`src/rtl/mag_sq_accumulator.sv`:
```
// rtl/mag_sq_accumulator.sv - per-sample |z|^2 pipeline with framed accumulation
module mag_sq_accumulator #(
  parameter int DATA_W    = 8,
  parameter int FRAME_LEN = 256
) (
  input  logic                clk,
  input  logic                rst_n,
  input  logic                clear,
  input  logic                in_valid,
  input  logic [DATA_W-1:0]   in_real,
  input  logic [DATA_W-1:0]   in_imag,
  input  logic                in_last,
  output logic [2*DATA_W:0]   mag_out,
  output logic                mag_valid,
  output logic [2*DATA_W+8:0] sum_out,
  output logic                sum_valid,
  output logic                busy
);

  localparam int SQ_W  = 2 * DATA_W;
  localparam int MAG_W = 2 * DATA_W + 1;
  localparam int SUM_W = 2 * DATA_W + 9;
  localparam int CNT_W = $clog2(FRAME_LEN);
  localparam logic [CNT_W-1:0] LAST_CNT = CNT_W'(FRAME_LEN - 1);

  typedef enum logic {IDLE = 1'b0, ACCUM = 1'b1} state_e;

  state_e             state_q, state_d;
  logic [CNT_W-1:0]   cnt_q, cnt_d;

  logic               s1_valid_q, s1_first_q, s1_last_q;
  logic [DATA_W-1:0]  s1_re_q, s1_im_q;
  logic               s2_valid_q, s2_first_q, s2_last_q;
  logic [SQ_W-1:0]    sq_re_q, sq_im_q;
  logic [MAG_W-1:0]   mag_q;
  logic               mag_valid_q;
  logic [SUM_W-1:0]   acc_q, sum_q;
  logic               sum_valid_q;

  logic               accept;
  logic               frame_end;
  logic [MAG_W-1:0]   mag_d;
  logic [SUM_W-1:0]   frame_total;

  assign accept      = in_valid & ~clear;
  assign frame_end   = (cnt_q == LAST_CNT) | in_last;
  assign mag_d       = {1'b0, sq_re_q} + {1'b0, sq_im_q};
  // The first sample of a frame seeds the total, so back-to-back frames need no idle cycle.
  assign frame_total = s2_first_q ? SUM_W'(mag_d) : acc_q + SUM_W'(mag_d);

  always_comb begin
    state_d = state_q;
    cnt_d   = cnt_q;
    if (clear) begin
      state_d = IDLE;
      cnt_d   = '0;
    end else if (accept) begin
      state_d = frame_end ? IDLE : ACCUM;
      cnt_d   = frame_end ? '0 : cnt_q + 1'b1;
    end
  end

  always_ff @(posedge clk or negedge rst_n) begin
    if (!rst_n) begin
      state_q <= IDLE;
      cnt_q   <= '0;
    end else begin
      state_q <= state_d;
      cnt_q   <= cnt_d;
    end
  end

  always_ff @(posedge clk or negedge rst_n) begin
    if (!rst_n) begin
      s1_valid_q  <= 1'b0;
      s1_first_q  <= 1'b0;
      s1_last_q   <= 1'b0;
      s1_re_q     <= '0;
      s1_im_q     <= '0;
      s2_valid_q  <= 1'b0;
      s2_first_q  <= 1'b0;
      s2_last_q   <= 1'b0;
      sq_re_q     <= '0;
      sq_im_q     <= '0;
      mag_q       <= '0;
      mag_valid_q <= 1'b0;
      acc_q       <= '0;
      sum_q       <= '0;
      sum_valid_q <= 1'b0;
    end else if (clear) begin
      s1_valid_q  <= 1'b0;
      s2_valid_q  <= 1'b0;
      mag_valid_q <= 1'b0;
      sum_valid_q <= 1'b0;
      acc_q       <= '0;
    end else begin
      s1_valid_q <= accept;
      if (accept) begin
        s1_re_q    <= in_real;
        s1_im_q    <= in_imag;
        s1_first_q <= (cnt_q == '0);
        s1_last_q  <= frame_end;
      end
      s2_valid_q <= s1_valid_q;
      if (s1_valid_q) begin
        sq_re_q    <= SQ_W'(s1_re_q) * SQ_W'(s1_re_q);
        sq_im_q    <= SQ_W'(s1_im_q) * SQ_W'(s1_im_q);
        s2_first_q <= s1_first_q;
        s2_last_q  <= s1_last_q;
      end
      mag_valid_q <= s2_valid_q;
      sum_valid_q <= s2_valid_q & s2_last_q;
      if (s2_valid_q) begin
        mag_q <= mag_d;
        acc_q <= frame_total;
        if (s2_last_q) sum_q <= frame_total;
      end
    end
  end

  assign mag_out   = mag_q;
  assign mag_valid = mag_valid_q;
  assign sum_out   = sum_q;
  assign sum_valid = sum_valid_q;
  assign busy      = (state_q == ACCUM);

endmodule

```
`config.mk`:
```
export PLATFORM = sky130hd
export DESIGN_NAME = mag_sq_accumulator
export DESIGN_NICKNAME = d
export VERILOG_FILES = /design/src/rtl/mag_sq_accumulator.sv
export SDC_FILE = /design/constraint.sdc
export NUM_CORES = 1
export LEC_CHECK = 0
export BUFFER_PORTS_ARGS = -buffer_cell sky130_fd_sc_hd__buf_2
export CORE_AREA = 2 2 171 173
export DETAILED_ROUTE_END_ITERATION = 6
export DIE_AREA = 0 0 173 175
export GPL_TIMING_DRIVEN = 0
export SLEW_MARGIN = 20
export SYNTH_ARGS = -nofsm -noshare
export SYNTH_HDL_FRONTEND = slang
export SYNTH_SLANG_ARGS = --single-unit
```
`constraint.sdc`:
```
create_clock -name clk -period 6.9 [get_ports clk]
set_input_delay 0 -clock clk [delete_from_list [all_inputs] [get_ports clk]]
set_output_delay 0 -clock clk [all_outputs]
set_load 0.005 [all_outputs]
```
# After elaboration in Yosys (flattened, before gate mapping)
# Index checks and enable logic that the tools add are counted.
classes:
  n_reduce_logical: 7
  muxes: 13
  n_bitwise: 4
  eq_ne: 1
  shift: 0
  div: 0
  order_cmp: 0
  multipliers: 2
  add_sub_neg: 3
op_table:
  columns: ["operator", "n"]
  rows:
  - ["two-way mux 25 bit", 3]
  - ["multiplier 8 x 8 -> 16 bit", 2]
  - ["adder 25 x 17 -> 25 bit", 1]
  - ["two-way mux 8 bit", 3]
  - ["adder 16 x 16 -> 17 bit", 1]
  - ["adder 8 x 1 -> 8 bit (second input constant)", 1]
  - ["== test 8 bit (second input constant)", 1]
  - ["logical NOT 8 bit", 1]
  - ["two-way mux 1 bit", 7]
  - ["AND reduction 2 bit", 3]
  - ["nonzero test 2 bit", 2]
  - ["AND reduction 3 bit", 1]
  - ["bitwise AND 1 bit", 2]
  - ["inverter 1 bit", 1]
  - ["bitwise OR 1 bit", 1]
word_totals:
  inputBits: 21
  elab_cells: 47
  mem_bits_ro: 0
  n_memories: 0
  out_inout_bits: 45
  ram_bits: 0
  latchBits: 0
  ff_bits: 132

# Logic depth before layout (Yosys ltp)
# Gate-level depths: netlist of the first run.
logic_depth:
  ltp_word: 5
  mapped_depth: 19
  ltp_nobuf: 18

# Worst setup path before layout of the first run
# No wires, ideal clock.
synth_path:
  path_type: "reg2reg"
  start: "reg s1_re_q[4]"
  end: "reg sq_re_q[13]"
  synth_period_minus_slack_ns: 4.282
  arrival_time_ns: 4.148
  path_buffers: 0
  required_time_ns: 6.766
  setup_slack_ns: 2.618
  stages_incl_launch_ff: 18
  setup_time_ns: 0.134
  cell_sequence: "dfrtp_1 -> and2_1 -> inv_1 -> fa_1 -> fa_1 -> inv_1 -> ha_1 -> inv_1 -> fa_1 -> inv_1 -> ha_1 -> a21o_1 -> a21o_1 -> a2111oi_0 -> nor3_1 -> a221oi_1 -> xor2_1 -> o21ai_0"
synth_between:
  elab_chain_cells: 1
synth_rtl:
  columns: ["element", "line", "source"]
  rows:
  - ["from (decl)", "32", "logic [DATA_W-1:0] s1_re_q, s1_im_q;"]
  - ["from (signal assigned)", "99", "s1_re_q <= in_real;"]
  - ["multiplier 8 x 8 -> 16 bit", "106", "sq_re_q <= SQ_W'(s1_re_q) * SQ_W'(s1_re_q);"]
  - ["to (signal assigned)", "106", null]
  - ["to (decl)", "34", "logic [SQ_W-1:0] sq_re_q, sq_im_q;"]
# Every way passes these cells.
# A chain may end at the register's enable or synchronous reset.

# Final worst setup path of the first run
layout_path:
  start: "reg s1_im_q[5]"
  end: "reg sq_im_q[15]"
layout_between:
  elab_chain_cells: 1
layout_rtl:
  columns: ["element", "line", "source"]
  rows:
  - ["from (decl)", "32", null]
  - ["from (signal assigned)", "100", "s1_im_q <= in_imag;"]
  - ["multiplier 8 x 8 -> 16 bit", "107", "sq_im_q <= SQ_W'(s1_im_q) * SQ_W'(s1_im_q);"]
  - ["to (signal assigned)", "107", null]
  - ["to (decl)", "34", null]
# Every way passes these cells.

==> results of run 1 <==
## final cells by class
| cell class | instances | area (um2) |
|---|---|---|
| repair buffers | 86 | 563 |
| well taps | 384 | 480 |
| plain buffers | 44 | 166 |
| fillers | 2909 | 16700 |
| inverters | 112 | 420 |
| multi-input cells | 852 | 6290 |
| flip-flops and latches | 130 | 3250 |
| clock buffers | 17 | 425 |
| clock inverters | 15 | 134 |
## layer usage
metal	wire length (um)	global-route usage (%)	share of wire (%)	vias to the layer above
met5	0	0	0	-
met4	280	3.64	1.1	0
met3	867	3.02	3.5	23
met2	12100	29.7	48	137
met1	11900	22.9	47	3975
li1	-	-	-	4055
## per-stage QoR
step	hold slack, ps	instance area (um2)	instances
floorplan	-296	10100	1138
global placement	192	10900	1587
detailed placement	-74.3	11000	1588
CTS	57.0	11700	1640
global route	80.0	11700	1640
finish	36.9	11700	1640
## cell usage after synthesis, types with 4 or more instances
library cell  count
fa_1             53
dfrtp_1         130
a31oi_1           7
and2_1           41
nor3b_1           6
o21ai_0          66
clkbuf_1         36
o21bai_1          5
xnor2_1          36
and3_1           10
ha_1             94
a21oi_1          36
nor2_1           60
nor3_1           15
o21a_1            9
o31ai_1           9
nand2b_1         10
o211ai_1         10
a211oi_1         17
inv_1           111
or4_1             4
nand2_1         214
nor4_1            4
xor2_1           21
nand3_1          14
a21o_1           15
buf_1             7
a22oi_1           4
nor2b_1          13
mux2i_1          17
## state kept, by name, summed over array words and instances, names as in the netlist
name	count
acc_q	25
busy	1
cnt_q	8
mag_out	17
mag_valid	1
s1_first_q	1
s1_im_q	8
s1_last_q	1
s1_re_q	8
s1_valid_q	1
s2_first_q	1
s2_last_q	1
s2_valid_q	1
sq_im_q	15
sq_re_q	15
sum_out	25
sum_valid	1
## how the worst min path moves through the flow
| stage | from | to | slack, ps | depth (start not counted) |
|---|---|---|---|---|
| 3_3_place_gp | in_real[4] | s1_re_q[4] | 190 | 3 |
| 6_report | rst_n | sum_out[21] | 40 | 2 |
| 4_1_cts | rst_n | sum_out[21] | 60 | 2 |
| 5_1_grt | rst_n | sum_out[21] | 80 | 2 |
| 2_1_floorplan | rst_n | acc_q[0] | -300 | 0 |
| 3_5_place_dp | rst_n | sum_out[21] | -70 | 1 |
## power breakdown
part | internal (uW) | switching, uW | total, uW
combinational | 915 | 1350 | 2270
clock | 476 | 400 | 876
sequential | 932 | 117 | 1050
total | 2320 | 1870 | 4190
## cell families (layout without fill, tap and decap cells)
| group | after synthesis | in the layout |
|---|---|---|
| AO/OA/AOI/OAI | 223 | 223 |
| XOR/XNOR | 57 | 57 |
| adder cells (fa/ha/maj) | 147 | 147 |
| buffers and inverters | 156 | 274 |
| flip-flops | 130 | 130 |
| multiplexers | 19 | 19 |
| AND/OR/NAND/NOR | 406 | 406 |
==> results.yml, run 1 <==
route:
  vias_per_cell: 4.99
  ant_nets: 0
  num_vias: 8190
  detail_route.wirelength_um: 25100
  drc: 0
  wl_per_cell_um: 15.3
  initialDrtViolationCount: 373
  firstDrtPassIters: 5
final_layout:
  final_common_cell: "nand2_1"
  area_growth_pct: 15.8
  nNetsFinal: 1411
  insertedDiodeCount: 0
  drive_gt1_share_pct: 9.47
  postLayoutCoreUtil_pct: 41.3
  final_cell_mix: "214 x nand2_1, 130 x dfrtp_1, 111 x inv_1, 94 x ha_1, 66 x o21ai_0"
floorplan:
  start_util_pct: 35.7
  fp.coreArea_um2: 28400
  die_h_um: 175
  dieWidth_um: 173
  rows: 62
  die_area_um2: 30300
  num_io_pins: 66
yosys:
  synthMuxAreaShare_pct: 1.90
  synth_cells: 1138
  synth-seq-area-share_pct: 32.1
  synthAdderAreaFrac_pct: 22.1
  ys_top_cells_by_area: "dfrtp_1 32%, ha_1 12%, fa_1 10%"
  synth_top_area_share_pct: 32.1
  avgSynthCellArea_um2: 8.90
  synth-compound-area-share_pct: 14.9
  synth_top_family_by_area: "adder cells"
  yosys.area_share.simple_pct: 18.2
  syn_nets: 1306
  synthesis.area_um2: 10100
  synth_xor_area_share_pct: 4.93
  synthArstFlopShare_pct: 100
  synth_cell_type_count: 72
  synth_area_leader_cell: "dfrtp_1"
  yosysWarningCount: 0
  synth_edf_count: 0
  ys_ff_latch: 130
  ys.flop_type: "dfrtp_1"
place:
  dp_worst_setup_slack_ps: 2060
  port_buffers: 65
  dpl.hpwl_um: 19300
  gp_congestion: 0.898
timing:
  slew_headroom_pct: 44.5
  final.setup.worst_slack_ps: 2070
  grt_setup_unrepaired: "false"
  maxSlewViolCount: 0
  max_freq_mhz: 207
  fin_skew_ps: 19.3
  finalCritPeriodShare_pct: 70.0
  tightestPinTransition_ps: 833
  fin_crit_ps: 4830
  fin_setup_tns_ps: 0
  hold_viol: 0
  setup_violations: 0
pwr:
  vdd_drop_max_v: 0.000167
  total_power_uw: 4190
  powerDensity_nw_per_um2: 357
  leakagePower_uw: 0.00593
cts:
  cts_resized: 0
  cts_tree: "done"
  numCtsBuffers: 17
  cts_buffer_depth: 2
  htree_levels: 4
  cts_sinks: 130
  cts_hold_buf: 20
  clk_pin_slew_ps: 70
  cts_root_buf: "clkbuf_16"
  cts_setup_buffers: 0
  clock_latency_ps: 440
critical_path:
  path_cells: "clkbuf_1 > inv_1 > nor2_1 > fa_1 > fa_1 > inv_1 > fa_1 > fa_1 > inv_1 > ha_1 > a2111oi_0 > nor2_1 > a221oi_1 > xnor2_1 > o21ai_0"
  crit_slowest_cell: "fa_1"
  cpMostUsedCell: "fa_1"
  rr_worst_depth: 15
  critPathKind: "reg -> reg"
  r2r_slack_ps: 2070
  path_buf_inv: 4
  critPathRequiredTime_ps: 7190
  critical_path.startpoint_type: "flip-flop"
  crit_cells: 15
  cpPeakStageDelay_ps: 550
  startpoint: "s1_im_q[5]"
  crit_family: "adder cells"
  cp.arrival_ps: 5120
  endpoint: "sq_im_q[15]"
  worstReg2RegEnd: "sq_im_q[15]"
  crit_fanout: 9
  r2r-start: "s1_im_q[5]"
  critPathCaptureType: "flip-flop"
grt:
  grt_usage_pct: 17.3
  grt_pass1_wl_um: 42100
  gr-total-overflow: 0
  grt_max_degree: 85
  grt_pass1_vias: 8202
  antenna_found_initial: 0
status:
  status: "completed"
run:
  max-cap-violations: 0
worst_hold_path:
  hold_path_class: "in -> async"
No activity file was read; power rests on OpenSTA's default activity.
==> inputs of run 2 (changes only) <==
- clock period: 6.9 -> 3.99 ns (I/O delays scaled with it)
==> results.yml, run 2 (synthesis gave the netlist of run 1 again) <==
worst_hold_path:
  holdCritStartpoint: "clear"
  holdPathStages: 4
  hold_end: "acc_q[24]"
  hold_path_class: "in -> reg"
timing:
  maxSlewViolCount: 0
  max_freq_mhz: 245
  grt_setup_unrepaired: "true"
  whs_ps: 94.7
  fin_skew_ps: 11.9
  fin_crit_ps: 4080
  setup_violations: 6
  final.setup.worst_slack_ps: -90.1
  hold_viol: 0
  finalCritPeriodShare_pct: 102
  tightestPinTransition_ps: 847
  fin_setup_tns_ps: -327
  slew_headroom_pct: 43.5
critical_path:
  critPathRequiredTime_ps: 4270
  r2r_slack_ps: -90
  critPathKind: "reg -> reg"
  critPathCaptureType: "flip-flop"
  critical_path.startpoint_type: "flip-flop"
  rr_worst_depth: 14
  cpPeakStageDelay_ps: 530
  cp.arrival_ps: 4370
  r2r-start: "s1_im_q[4]"
  crit_fanout: 6
  crit_slowest_cell: "fa_1"
  worstReg2RegEnd: "sq_im_q[15]"
  path_cells: "buf_12 > nand2_4 > buf_6 > fa_1 > fa_1 > inv_2 > fa_1 > fa_2 > ha_4 > a2111oi_4 > nor2_4 > a221oi_2 > xnor2_1 > o21ai_1"
  cpMostUsedCell: "fa_1"
final_layout:
  final_cell_mix: "206 x nand2_1, 120 x dfrtp_1, 88 x inv_1, 72 x ha_1, 66 x buf_2"
  final_common_cell: "nand2_1"
  postLayoutCoreUtil_pct: 46.1
  drive_gt1_share_pct: 24.4
  fill_cells: 2713
  nNetsFinal: 1467
  area_growth_pct: 29.4
  insertedDiodeCount: 0
cts:
  clock_latency_ps: 430
  numCtsBuffers: 17
  clk_pin_slew_ps: 70
  cts_sinks: 130
  htree_levels: 4
  cts_tree: "done"
  cts_root_buf: "clkbuf_16"
  cts_buffer_depth: 2
place:
  dpl.hpwl_um: 19200
  port_buffers: 65
  dp_worst_setup_slack_ps: -514
  gp_congestion: 0.892
route:
  wl_met3_um: 837
  dr.max_layer_used: "met4"
  drc: 0
  wl_met2_um: 13300
  ant_nets: 0
  wl_met1_um: 12300
  num_vias: 8466
  detail_route.wirelength_um: 26600
  wl_per_cell_um: 15.7
  vias_per_cell: 4.99
  initialDrtViolationCount: 444
  firstDrtPassIters: 5
floorplan:
  die_h_um: 175
  start_util_pct: 35.7
  dieWidth_um: 173
  rows: 62
  fp.coreArea_um2: 28400
  num_io_pins: 66
  die_area_um2: 30300
run:
  max-cap-violations: 0
grt:
  grt_max_degree: 67
  antenna_found_initial: 0
  grt_usage_pct: 17.9
  grt_pass1_wl_um: 43600
  grt_pass1_vias: 8521
  gr-total-overflow: 0
status:
  status: "finished with violations"
  violations: "negative setup slack"
pwr:
  powerDensity_nw_per_um2: 661
  leakagePower_uw: 0.00640
  vdd_drop_max_v: 0.000332
[run 2: cell count changes in the layout (fill, tap and decap cells not counted), sizes merged]
cell / delta
buf: +64
inv: -6
clkbuf: -4
bufinv: +2
clkinv: +1
dlygate4sd3: -1
[run 2: timing repair]
item | 4_1_cts | 5_1_grt
setup buffers | 38 | 23
setup endpoints to repair | 34 | 33
gates cloned | 0 | 0
resized for setup | 72 | 95
hold buffers | 19 | 0
hold endpoints to repair | 96 | 0
pin swaps | 54 | 71
[run 2: per-layer routing]
metal | up-vias | global-route usage (%)
met2 | 145 | 31.3
met5 | - | 0
met1 | 4137 | 23.5
met3 | 21 | 3.42
met4 | 0 | 2.65
li1 | 4163 | -
[run 2: metrics by stage]
stage / instance area (um2) / instances / power (uW)
floorplan: 10300 / 1138 / 4840
global placement: 11100 / 1587 / 5880
detailed placement: 11100 / 1588 / 5930
CTS: 12500 / 1674 / 8060
global route: 13100 / 1696 / 9290
finish: 13100 / 1696 / 8650
[run 2: layout make-up]
cell class | instances | area [um2] | area share [%]
Multi-Input combinational cell | 852 | 7050 | 53.8
Sequential cell | 130 | 3270 | 24.9
Timing Repair Buffer | 146 | 1060 | 8.10
Tap cell | 384 | 480 | 3.67
Clock buffer | 20 | 457 | 3.49
Inverter | 112 | 430 | 3.28
Buffer | 40 | 215 | 1.64
Clock inverter | 12 | 145 | 1.11
[run 2: how the worst max path moves through the flow]
stage / depth (start not counted) / start / end
floorplan: 17 / s1_re_q[5] / sq_re_q[13]
global placement: 15 / sq_re_q[3] / sum_out[19]
detailed placement: 15 / sq_re_q[3] / sum_out[19]
CTS: 17 / s1_re_q[4] / sq_re_q[13]
global route: 14 / s1_im_q[1] / sq_im_q[15]
finish: 14 / s1_im_q[4] / sq_im_q[15]
[run 2: worst max-delay path, delay by kind of cell, from the launching register on]
family / cells / cell delay, ps
AOI/OAI and AO/OA: 3 / 720
xor gates and xnor gates: 1 / 190
and+or+nand+nor: 2 / 130
DFF: 1 / 440
buffers and inverters: 3 / 280
adders and majority gates: 5 / 2180
[run 2: power by group]
| part | leakage (uW) | switching [uW] | internal (uW) |
|---|---|---|---|
| sequential | 0.00169 | 207 | 1620 |
| clock | 0.000289 | 653 | 966 |
| combinational | 0.00442 | 2870 | 2340 |
| total | 0.00640 | 3730 | 4920 |
